### config.mk
export PLATFORM = sky130hd
export DESIGN_NAME = vdg_pixel_serialiser
export DESIGN_NICKNAME = d
export VERILOG_FILES = /design/src/rtl/vdg_pkg.sv /design/src/rtl/vdg_sync_fifo.sv /design/src/rtl/vdg_pixel_serialiser.sv
export SDC_FILE = /design/constraint.sdc
export NUM_CORES = 1
export LEC_CHECK = 0
export ABC_AREA = 1
export CORE_MARGIN = 3
export CORE_UTILIZATION = 25
export DETAILED_ROUTE_END_ITERATION = 8
export PLACE_DENSITY_LB_ADDON = 0.05
export REMOVE_ABC_BUFFERS = 1
export SLEW_MARGIN = 20
export SYNTH_ARGS = -nofsm -noshare
export SYNTH_HDL_FRONTEND = slang
export SYNTH_SLANG_ARGS = --single-unit
### constraint.sdc
create_clock -name Clk -period 4.1 [get_ports Clk]
set_input_delay 0.615 -clock Clk [delete_from_list [all_inputs] [get_ports Clk]]
set_output_delay 0.615 -clock Clk [all_outputs]
set_load 0.02 [all_outputs]
### src/rtl/vdg_pkg.sv
`default_nettype none
// ============================================================================
// Module      : vdg_pkg
// Description : Shared constants, state encoding and bits-per-pixel lookup
//               for the VDG pixel back-end.
// Revision    : 1.0  initial release
// ============================================================================
package vdg_pkg;

    // Pixel modes as carried on the Mode input; 2'b11 behaves as 2bpp
    localparam logic [1:0] c_mode_1bpp = 2'b00;
    localparam logic [1:0] c_mode_2bpp = 2'b01;
    localparam logic [1:0] c_mode_4bpp = 2'b10;

    // VDG colour codes
    localparam logic [3:0] c_vdg_green   = 4'h0;
    localparam logic [3:0] c_vdg_yellow  = 4'h1;
    localparam logic [3:0] c_vdg_blue    = 4'h2;
    localparam logic [3:0] c_vdg_red     = 4'h3;
    localparam logic [3:0] c_vdg_buff    = 4'h4;
    localparam logic [3:0] c_vdg_cyan    = 4'h5;
    localparam logic [3:0] c_vdg_magenta = 4'h6;
    localparam logic [3:0] c_vdg_orange  = 4'h7;
    localparam logic [3:0] c_vdg_black   = 4'h8;

    typedef enum logic [1:0] {
        ST_IDLE  = 2'd0,
        ST_FILL  = 2'd1,
        ST_SHIFT = 2'd2
    } state_e;

    // Bits per pixel for a given mode; anything unrecognised is 2bpp
    function automatic logic [2:0] bpp_of(input logic [1:0] mode);
        case (mode)
            c_mode_1bpp: return 3'd1;
            c_mode_4bpp: return 3'd4;
            default:     return 3'd2;
        endcase
    endfunction

endpackage
`default_nettype wire

### src/rtl/vdg_sync_fifo.sv
`default_nettype none
// ============================================================================
// Module      : vdg_sync_fifo
// Description : Small first-word-fall-through synchronous FIFO holding the
//               prefetched display bytes. Flush has priority over push/pop.
// Revision    : 1.0  initial release
// ============================================================================
module vdg_sync_fifo #(
    parameter int DATA_W     = 8,
    parameter int FIFO_DEPTH = 4
) (
    input  logic                          clk,
    input  logic                          rst,
    input  logic                          push,
    input  logic                          pop,
    input  logic                          flush,
    input  logic [DATA_W-1:0]             wdata,
    output logic [DATA_W-1:0]             rdata,
    output logic [$clog2(FIFO_DEPTH):0]   count,
    output logic                          full,
    output logic                          empty
);

    localparam int              c_aw         = $clog2(FIFO_DEPTH);
    localparam logic [c_aw:0]   c_full_count = (c_aw+1)'(FIFO_DEPTH);

    logic [DATA_W-1:0] mem_q [FIFO_DEPTH];
    logic [c_aw-1:0]   wr_ptr_q;
    logic [c_aw-1:0]   rd_ptr_q;
    logic [c_aw:0]     count_q;
    logic              w_push;
    logic              w_pop;

    assign full   = (count_q == c_full_count);
    assign empty  = (count_q == '0);
    assign count  = count_q;
    assign rdata  = mem_q[rd_ptr_q];
    assign w_push = push && !full;
    assign w_pop  = pop && !empty;

    // Storage array: written on accepted push, never reset
    always_ff @(posedge clk) begin
        if (w_push && !flush) begin
            mem_q[wr_ptr_q] <= wdata;
        end
    end

    // Pointers and occupancy; flush empties the FIFO in one cycle
    always_ff @(posedge clk) begin
        if (rst || flush) begin
            wr_ptr_q <= '0;
            rd_ptr_q <= '0;
            count_q  <= '0;
        end else begin
            if (w_push) wr_ptr_q <= wr_ptr_q + 1'b1;
            if (w_pop)  rd_ptr_q <= rd_ptr_q + 1'b1;
            case ({w_push, w_pop})
                2'b10:   count_q <= count_q + 1'b1;
                2'b01:   count_q <= count_q - 1'b1;
                default: count_q <= count_q;
            endcase
        end
    end

endmodule
`default_nettype wire

### src/rtl/vdg_pixel_serialiser.sv
`default_nettype none
// ============================================================================
// Module      : vdg_pixel_serialiser
// Description : Fetches display bytes into a prefetch FIFO and serialises
//               them at 1/2/4 bpp into registered VDG colour codes, one line
//               per LineStart, with a sticky underrun flag.
//               Build option VDG_BORDER_EN: when defined the border colour
//               follows BorderColour, otherwise it is fixed black (4'h8).
// Revision    : 1.0  initial release
// ============================================================================
module vdg_pixel_serialiser #(
    parameter int DATA_W       = 8,
    parameter int FIFO_DEPTH   = 4,
    parameter int ACTIVE_BYTES = 32
) (
    input  logic              Clk,
    input  logic              Reset,
    input  logic              PixEn,
    input  logic              LineStart,
    input  logic [1:0]        Mode,
    input  logic              Css,
    input  logic [3:0]        BorderColour,
    output logic              FetchReq,
    input  logic              FetchAck,
    input  logic [DATA_W-1:0] FetchData,
    output logic [3:0]        Colour,
    output logic              Active,
    output logic              LineDone,
    output logic              Underrun
);
    import vdg_pkg::*;

    localparam int               c_cnt_w       = $clog2(FIFO_DEPTH) + 1;
    localparam int               c_pix_w       = $clog2(DATA_W);
    localparam logic [c_cnt_w-1:0] c_half      = c_cnt_w'(FIFO_DEPTH / 2);
    localparam logic [8:0]       c_active      = 9'(ACTIVE_BYTES);
    localparam logic [8:0]       c_active_last = 9'(ACTIVE_BYTES - 1);
    localparam logic [c_pix_w-1:0] c_last_1bpp = c_pix_w'(DATA_W - 1);
    localparam logic [c_pix_w-1:0] c_last_2bpp = c_pix_w'(DATA_W / 2 - 1);
    localparam logic [c_pix_w-1:0] c_last_4bpp = c_pix_w'(DATA_W / 4 - 1);

    state_e               state_q, state_d;
    logic [1:0]           mode_q, mode_d;
    logic [DATA_W-1:0]    shreg_q, shreg_d;
    logic [c_pix_w-1:0]   pix_cnt_q, pix_cnt_d;
    logic [8:0]           byte_cnt_q, byte_cnt_d;
    logic [8:0]           fetch_cnt_q, fetch_cnt_d;
    logic                 underrun_q, underrun_d;
    logic                 line_done_q, line_done_d;
    logic [3:0]           colour_q, colour_d;

    logic                 w_push, w_pop;
    logic [DATA_W-1:0]    w_fifo_rdata;
    logic [c_cnt_w-1:0]   w_fifo_count;
    logic                 w_fifo_full, w_fifo_empty;
    logic [3:0]           w_border;
    logic [3:0]           w_pix_colour;
    logic [c_pix_w-1:0]   w_last_idx;

`ifdef VDG_BORDER_EN
    assign w_border = BorderColour;
`else
    logic w_border_unused;
    assign w_border        = c_vdg_black;
    assign w_border_unused = ^BorderColour;
`endif

    vdg_sync_fifo #(
        .DATA_W     (DATA_W),
        .FIFO_DEPTH (FIFO_DEPTH)
    ) u_fifo (
        .clk   (Clk),
        .rst   (Reset),
        .push  (w_push),
        .pop   (w_pop),
        .flush (LineStart),
        .wdata (FetchData),
        .rdata (w_fifo_rdata),
        .count (w_fifo_count),
        .full  (w_fifo_full),
        .empty (w_fifo_empty)
    );

    // Request purely from registered state so it is glitch-free to memory
    assign FetchReq = (state_q != ST_IDLE) && !w_fifo_full && (fetch_cnt_q < c_active);
    // A LineStart flush wins over a same-cycle acknowledge
    assign w_push   = FetchReq && FetchAck && !LineStart;

    assign Colour   = colour_q;
    assign Active   = (state_q == ST_SHIFT);
    assign LineDone = line_done_q;
    assign Underrun = underrun_q;

    // Colour map of the pixel group at the top of the shifter, and the
    // index of the last group in a byte for the latched mode
    always_comb begin
        w_pix_colour = c_vdg_black;
        w_last_idx   = c_last_2bpp;
        case (mode_q)
            c_mode_1bpp: begin
                w_pix_colour = shreg_q[DATA_W-1] ? (Css ? c_vdg_buff : c_vdg_green) : c_vdg_black;
                w_last_idx   = c_last_1bpp;
            end
            c_mode_4bpp: begin
                w_pix_colour = shreg_q[DATA_W-1 -: 4];
                w_last_idx   = c_last_4bpp;
            end
            default: begin
                w_pix_colour = {1'b0, Css, shreg_q[DATA_W-1 -: 2]};
                w_last_idx   = c_last_2bpp;
            end
        endcase
    end

    // Line sequencing, shifter, counters and colour register next state
    always_comb begin
        state_d     = state_q;
        mode_d      = mode_q;
        shreg_d     = shreg_q;
        pix_cnt_d   = pix_cnt_q;
        byte_cnt_d  = byte_cnt_q;
        fetch_cnt_d = fetch_cnt_q;
        underrun_d  = underrun_q;
        line_done_d = 1'b0;
        w_pop       = 1'b0;

        if (state_q == ST_SHIFT) begin
            colour_d = (PixEn && !LineStart) ? w_pix_colour : colour_q;
        end else begin
            colour_d = w_border;
        end

        if (w_push) begin
            fetch_cnt_d = fetch_cnt_q + 1'b1;
        end

        if (LineStart) begin
            state_d     = ST_FILL;
            mode_d      = Mode;
            fetch_cnt_d = '0;
            byte_cnt_d  = '0;
            pix_cnt_d   = '0;
        end else begin
            case (state_q)
                ST_FILL: begin
                    if (w_fifo_count >= c_half) begin
                        state_d   = ST_SHIFT;
                        w_pop     = 1'b1;
                        shreg_d   = w_fifo_rdata;
                        pix_cnt_d = '0;
                    end
                end
                ST_SHIFT: begin
                    if (PixEn) begin
                        if (pix_cnt_q != w_last_idx) begin
                            shreg_d   = shreg_q << bpp_of(mode_q);
                            pix_cnt_d = pix_cnt_q + 1'b1;
                        end else begin
                            pix_cnt_d  = '0;
                            byte_cnt_d = byte_cnt_q + 1'b1;
                            if (byte_cnt_q == c_active_last) begin
                                state_d     = ST_IDLE;
                                line_done_d = 1'b1;
                            end else if (!w_fifo_empty) begin
                                w_pop   = 1'b1;
                                shreg_d = w_fifo_rdata;
                            end else begin
                                // Starved slot still counts toward the line
                                shreg_d     = '0;
                                underrun_d  = 1'b1;
                                fetch_cnt_d = fetch_cnt_d + 1'b1;
                            end
                        end
                    end
                end
                default: ;
            endcase
        end
    end

    // State and datapath registers
    always_ff @(posedge Clk) begin
        if (Reset) begin
            state_q     <= ST_IDLE;
            mode_q      <= c_mode_1bpp;
            shreg_q     <= '0;
            pix_cnt_q   <= '0;
            byte_cnt_q  <= '0;
            fetch_cnt_q <= '0;
            underrun_q  <= 1'b0;
            line_done_q <= 1'b0;
            colour_q    <= w_border;
        end else begin
            state_q     <= state_d;
            mode_q      <= mode_d;
            shreg_q     <= shreg_d;
            pix_cnt_q   <= pix_cnt_d;
            byte_cnt_q  <= byte_cnt_d;
            fetch_cnt_q <= fetch_cnt_d;
            underrun_q  <= underrun_d;
            line_done_q <= line_done_d;
            colour_q    <= colour_d;
        end
    end

endmodule
`default_nettype wire

Yosys cells after proc, flatten, opt, wreduce, memory -nomap -nowiden
Memories as Yosys holds them, arrays and structs flattened. A register that Yosys moved wholly into a read port is not among the register bits. Cells that the tools add are included.

Word-level logic and storage cells: 118. Input port bits: 20. Output and inout bits: 8. Bits in latches: 0. Register bits: 46. Memories kept: 1. Bits in read-only memories: 0. Bits in writable memories: 32.

Memories: u_fifo.mem_q (depth 4, width 8, read ports 1, clocked after Yosys merged registers in 1, wr ports 1, RTL line vdg_sync_fifo.sv:27) `logic [DATA_W-1:0] mem_q [FIFO_DEPTH];`.

Magnitude comparators: 2. $mul: 0. Add/subtract/negate cells: 8. Eq/ne operators: 17. Bitwise logic cells: 5. Muxes and demuxes: 44. Reductions and logical operators: 27. Div/mod/pow operators: 0. Shift-type cells: 1.

Operator list (number): $mux W9 (6); $mux W8 (5); $add A9 B1 Y9 const B (3); $mux W3 (8); $pmux W3 S2 (4); $pmux W8 S2 (1); $reduce_and A5 Y1 (3); $mux W2 (6); $ne A3 B3 Y1 const B (4); $mux W1 (10); $eq A9 B5 Y1 const B (1); $lt A9 B6 Y1 const B (1); $logic_and A1 B1 Y1 (8); $pmux W4 S2 (1); $shl A8 B3 Y8 (1); $add A3 B1 Y3 const B (2); $eq A2 B2 Y1 const B (3); $ne A2 B2 Y1 const B (3); $reduce_and A3 Y1 (2); $reduce_and A6 Y1 (1); $reduce_bool A2 Y1 (3); $not A1 Y1 (5); $reduce_or A5 Y1 (1); $add A2 B1 Y2 const B (2); 16 further kinds (20).

Longest topological paths before layout
Depth after elaboration: 13. Depth in mapped cells: 15.

Modules after synthesis
From an unflattened synthesis, not the netlist that was laid out.

Cell total of the unflattened synthesis: 489. Area, all modules: 3983.8 µm².

Modules (own cells, without submodules): vdg_pixel_serialiser (area an instance 2265.9 µm², sequential area each 780.7 µm², times used 1, cells an instance 335); vdg_sync_fifo (area an instance 1717.9 µm², sequential area each 1141.1 µm², times used 1, cells an instance 154).

Worst setup path after synthesis
OpenSTA, ideal clock, no wires.

Path kind: reg-to-reg. Start point: register state_q[0]. End point: register u_fifo.count_q[2], in the netlist u_fifo.count[2]. Slack: 1.612 ns. Period minus slack after synthesis: 2.488 ns. Library setup time: 0.122 ns. Cell stages (with the launch flop): 15. Arrival time: 2.366 ns. Cell sequence: dfxtp_1 > inv_1 > ha_1 > nand2_1 > inv_1 > nand3_4 > nand2_1 > nand2_1 > inv_1 > ha_1 > fa_1 > a21oi_1 > o21ai_0 > o21ai_0 > a21oi_1.

Elaborated cells between the ends (all ways): 15.

RTL lines: from (decl) (RTL line vdg_pixel_serialiser.sv:42) `state_e state_q, state_d;`; from (signal assigned) (RTL line vdg_pixel_serialiser.sv:194) `state_q <= state_d;`; $eq A2 B2 Y1 *; named net Active (RTL line vdg_pixel_serialiser.sv:27) `output logic Active,`; $pmux W1 S2 * (RTL line vdg_pixel_serialiser.sv:144) `case (state_q)`; $mux W1 * (RTL line vdg_pixel_serialiser.sv:137) `if (LineStart) begin`; $logic_and A1 B1 Y1 * (RTL line vdg_sync_fifo.sv:39) `assign w_pop = pop && !empty;`; named net u_fifo.w_pop (RTL line vdg_sync_fifo.sv:32) `logic w_pop;`; $eq A2 B1 Y1 or $eq A2 B2 Y1 (tied branches) (RTL line vdg_sync_fifo.sv:57) `case ({w_push, w_pop})`; $pmux W3 S2 or $reduce_bool A2 Y1 (tied branches); to (signal assigned) (RTL line vdg_sync_fifo.sv:58) `2'b10: count_q <= count_q + 1'b1;`; to (signal assigned) (RTL line vdg_sync_fifo.sv:59) `2'b01: count_q <= count_q - 1'b1;`; to (signal assigned) (RTL line vdg_sync_fifo.sv:60) `default: count_q <= count_q;`; to (decl) (RTL line vdg_sync_fifo.sv:30) `logic [c_aw:0] count_q;`.

Mark *: on every way through the listed nets, which the timed path passes. The rest lies on a longest branch. A chain may end at the register's enable or synchronous reset.

Worst setup path after layout
Start point: input LineStart. End point: register u_fifo.count_q[2], in the netlist u_fifo.count[2].

Longest elaborated chain between the ends: 5. Elaborated cells between the ends (all ways): 10.

Ends and longest elaborated chain: from (decl) (RTL line vdg_pixel_serialiser.sv:19) `input logic LineStart,`; $logic_not A1 Y1 (RTL line vdg_pixel_serialiser.sv:87) `assign w_push = FetchReq && FetchAck && !LineStart;`; $logic_and A1 B1 Y1 (RTL line vdg_pixel_serialiser.sv:87); $logic_and A1 B1 Y1 (RTL line vdg_sync_fifo.sv:38) `assign w_push = push && !full;`; $eq A2 B1 Y1 or $eq A2 B2 Y1 (tied branches) (RTL line vdg_sync_fifo.sv:57); $pmux W3 S2 or $reduce_bool A2 Y1 (tied branches).

Parallel ways exist; a longest one is shown, timed or not.

==> run metrics <==
Gate Count Post-Synth=474; IO Count=28; crit path kind=input port to register; router iterations before antenna repair=4; final hold violation count=0; relative slew slack=62.6%; # port buffers=23; CP endpoint kind=register; Pins Over Slew Limit=0; HP Class=register to register; Yosys top cell by area=dfxtp_1; ant diodes=0; first-pass GRT wire length=15800 µm; launch point of the worst path=LineStart; Synth Cell Area=3930 µm²; Die H=131 µm; Max Cap Viol=0; Cell Pwr Density=392 nW/µm²; R2R Setup Slk=1.27 ns; CTS Buf Count=9; Area contributors post-synth=dfxtp_1, edfxtp_1, nand2_1; CTS H-Tree Depth=3; Vias=3112; RSZ-0062 raised after global routing=no; Remaining DRCs=0; vias in the first global route=2975; Tcrit/Tclk final=70.6%; final estimated routing congestion in global placement=0.744; Final setup viols=0; PostCTS Resize Cnt=0; initial DRC count=174; Wirelength per Cell=13.2 µm; Clock Tree Buf Depth=2; Clock Skew=0.00532 ns; Mean Syn Cell Area=8.29 µm²; CTS tree=built; fmax=0.346 GHz; leakage dissipation=0.00181 µW; required time of the worst setup path=4.32 ns; Area Overhead vs Synth=21.3%; gr usage total=11.6%; worst r2r dst=u_fifo.count[2]$_SDFFE_PP0P_; via/cell ratio=4.30; setup TNS=0 ns; CTS root buf=clkbuf_16; placed cell areas=4430 µm²; post-layout net count=540; DPL Wire Length=6820 µm; reg2reg path depth=14; Initial Util=25.6%; #FFs+latches synth=80; Slew @ Worst Pin=0.559 ns; grt total ovfl=0; Antenna Violating Nets Remaining=0; Max rail drop VDD=0.000182 V; postcts setup bufs=0; largest net degree at the start of global routing=18; Final Critical Period=2.89 ns; die area=17300 µm²; Synth top area share=24.5%; FP Rows=45; post-synthesis sequential area ratio=48.9%; layout cell share with drive strength beyond 1=9.57%; Core ar.=15300 µm²; library cells used by synthesis=43; Reg2Reg Launch Point=byte_cnt_q[1]$_SDFFE_PP0P_; Die W=131 µm; status=finished clean; Worst Setup EP=u_fifo.count[2]$_SDFFE_PP0P_; Worst Path Max Fanout=16; Worst-Skew Late Latency=0.34 ns; clock tree sinks=80; Worst setup SP type=input port; Crit path arrival time=3.12 ns; yosys warns=0; Detailed Route WL=9520 µm; Worst-path clk slew=0.07 ns; hold_buf cts=0; antenna violations before repair=0; design area=4770 µm²
## power breakdown
group	total (µW)	switching, µW	internal, µW
sequential	845	9.09	836
clock	916	368	548
combinational	105	66.1	39.0
## flip-flops by register name, summed over array words and instances (netlist names), 3 cells and up, named ones only
signal	count
u_fifo.mem_q	32
shreg_q	8
byte_cnt_q	9
Colour	4
fetch_cnt_q	9
u_fifo.count	3
pix_cnt_q	3
## cell type report
class                   count  area [µm²]
clock inverters             7         109
clock buffers               9         225
flip-flops and latches     80        1920
inverters                  65         246
fillers                  1668       10500
well taps                 211         264
multi-input cells         322        1720
repair buffers             29         275
## through the flow
step	utilization (%)	setup slack (ns)	hold WS, ns	cells	total power [µW]
after floorplan	-	1.61	0.452	467	923
after global placement	28.9	0.854	0.476	707	970
after detailed placement	28.9	0.848	0.478	707	969
after CTS	31.1	1.23	0.490	723	1900
after global routing	31.1	0.999	0.510	723	1950
final	31.1	1.21	0.488	723	1870
## cell usage in the layout, fill, tap and decap left out, types with 2 or more instances in the layout
master | Yosys | final
nand2_2 | 3 | 3
inv_6 | 0 | 2
clkbuf_16 | 0 | 9
nand3_1 | 28 | 28
inv_2 | 2 | 2
edfxtp_1 | 32 | 32
nand4_1 | 2 | 2
and3_1 | 2 | 2
clkdlybuf4s50_1 | 0 | 23
inv_1 | 62 | 62
nand2_4 | 5 | 5
a22oi_1 | 2 | 2
o22ai_1 | 10 | 10
a21oi_1 | 41 | 41
nor3_2 | 2 | 2
nor2_1 | 55 | 55
nand2_1 | 80 | 80
ha_1 | 12 | 12
o21ai_0 | 45 | 45
inv_8 | 0 | 2
dfxtp_1 | 48 | 48
o21bai_1 | 2 | 2
buf_4 | 0 | 6
nor3_1 | 7 | 7
xor2_1 | 2 | 2
bufinv_16 | 0 | 2
nor2_2 | 6 | 6
## worst min path at each step
stage                                           from                    endpoint  slack, ns  cells past startpoint
after floorplan              state_q[0]$_SDFFE_PP0P_     state_q[0]$_SDFFE_PP0P_       0.45                      2
after CTS                 byte_cnt_q[0]$_SDFFE_PP0P_  byte_cnt_q[0]$_SDFFE_PP0P_       0.49                      2
final                     byte_cnt_q[0]$_SDFFE_PP0P_  byte_cnt_q[0]$_SDFFE_PP0P_       0.49                      2
after global placement       shreg_q[1]$_SDFFE_PP0P_     shreg_q[1]$_SDFFE_PP0P_       0.48                      2
after detailed placement  byte_cnt_q[0]$_SDFFE_PP0P_  byte_cnt_q[0]$_SDFFE_PP0P_       0.48                      2
after global routing         shreg_q[1]$_SDFFE_PP0P_     shreg_q[1]$_SDFFE_PP0P_       0.51                      2
## cell usage after synthesis, drive strengths merged
library cell and instances:
a31oi 1, o21a 1, nor3b 1, o2111ai 1
nand3 30, nand4 2, a21oi 41, inv 65
nor3 9, a211oi 1, o22ai 10, fa 1
o21ai 46, or2 1, clkbuf 5, o31ai 1
nor2 63, edfxtp 32, dfxtp 48, nand3b 2
and3 2, buf 2, xnor2 1, nand2 88
ha 12, o211ai 2, o21bai 2, xor2 2
a22oi 2
## critical path, cell delays in order
cell,delay [ns]
clkdlybuf4s50_1,0.50
nor2_2,0.37
nand3_2,0.35
ha_1,0.36
fa_1,0.44
a21oi_1,0.14
o21ai_0,0.12
o21ai_0,0.16
a21oi_1,0.06
## per-layer routing
metal  vias to the layer above  share of wire [%]  track usage [%]
met3                        11                2.5             3.02
met1                      1427                 52             16.1
met2                        26                 44             17.5
met5                         -                  0                0
li1                       1648                  -                -
met4                         0                1.4             3.68
## cell families after synthesis
logic type	count (synthesis)	synth area share [%]
DFF	80	48.9
xor gates and xnor gates	3	0.669
buffers and inverters	72	7.17
adders and majority gates	13	4.33
AOI/OAI and AO/OA	108	15.2
and+or+nand+nor	198	23.7
Note: power is estimated with default switching activity, not from simulation.
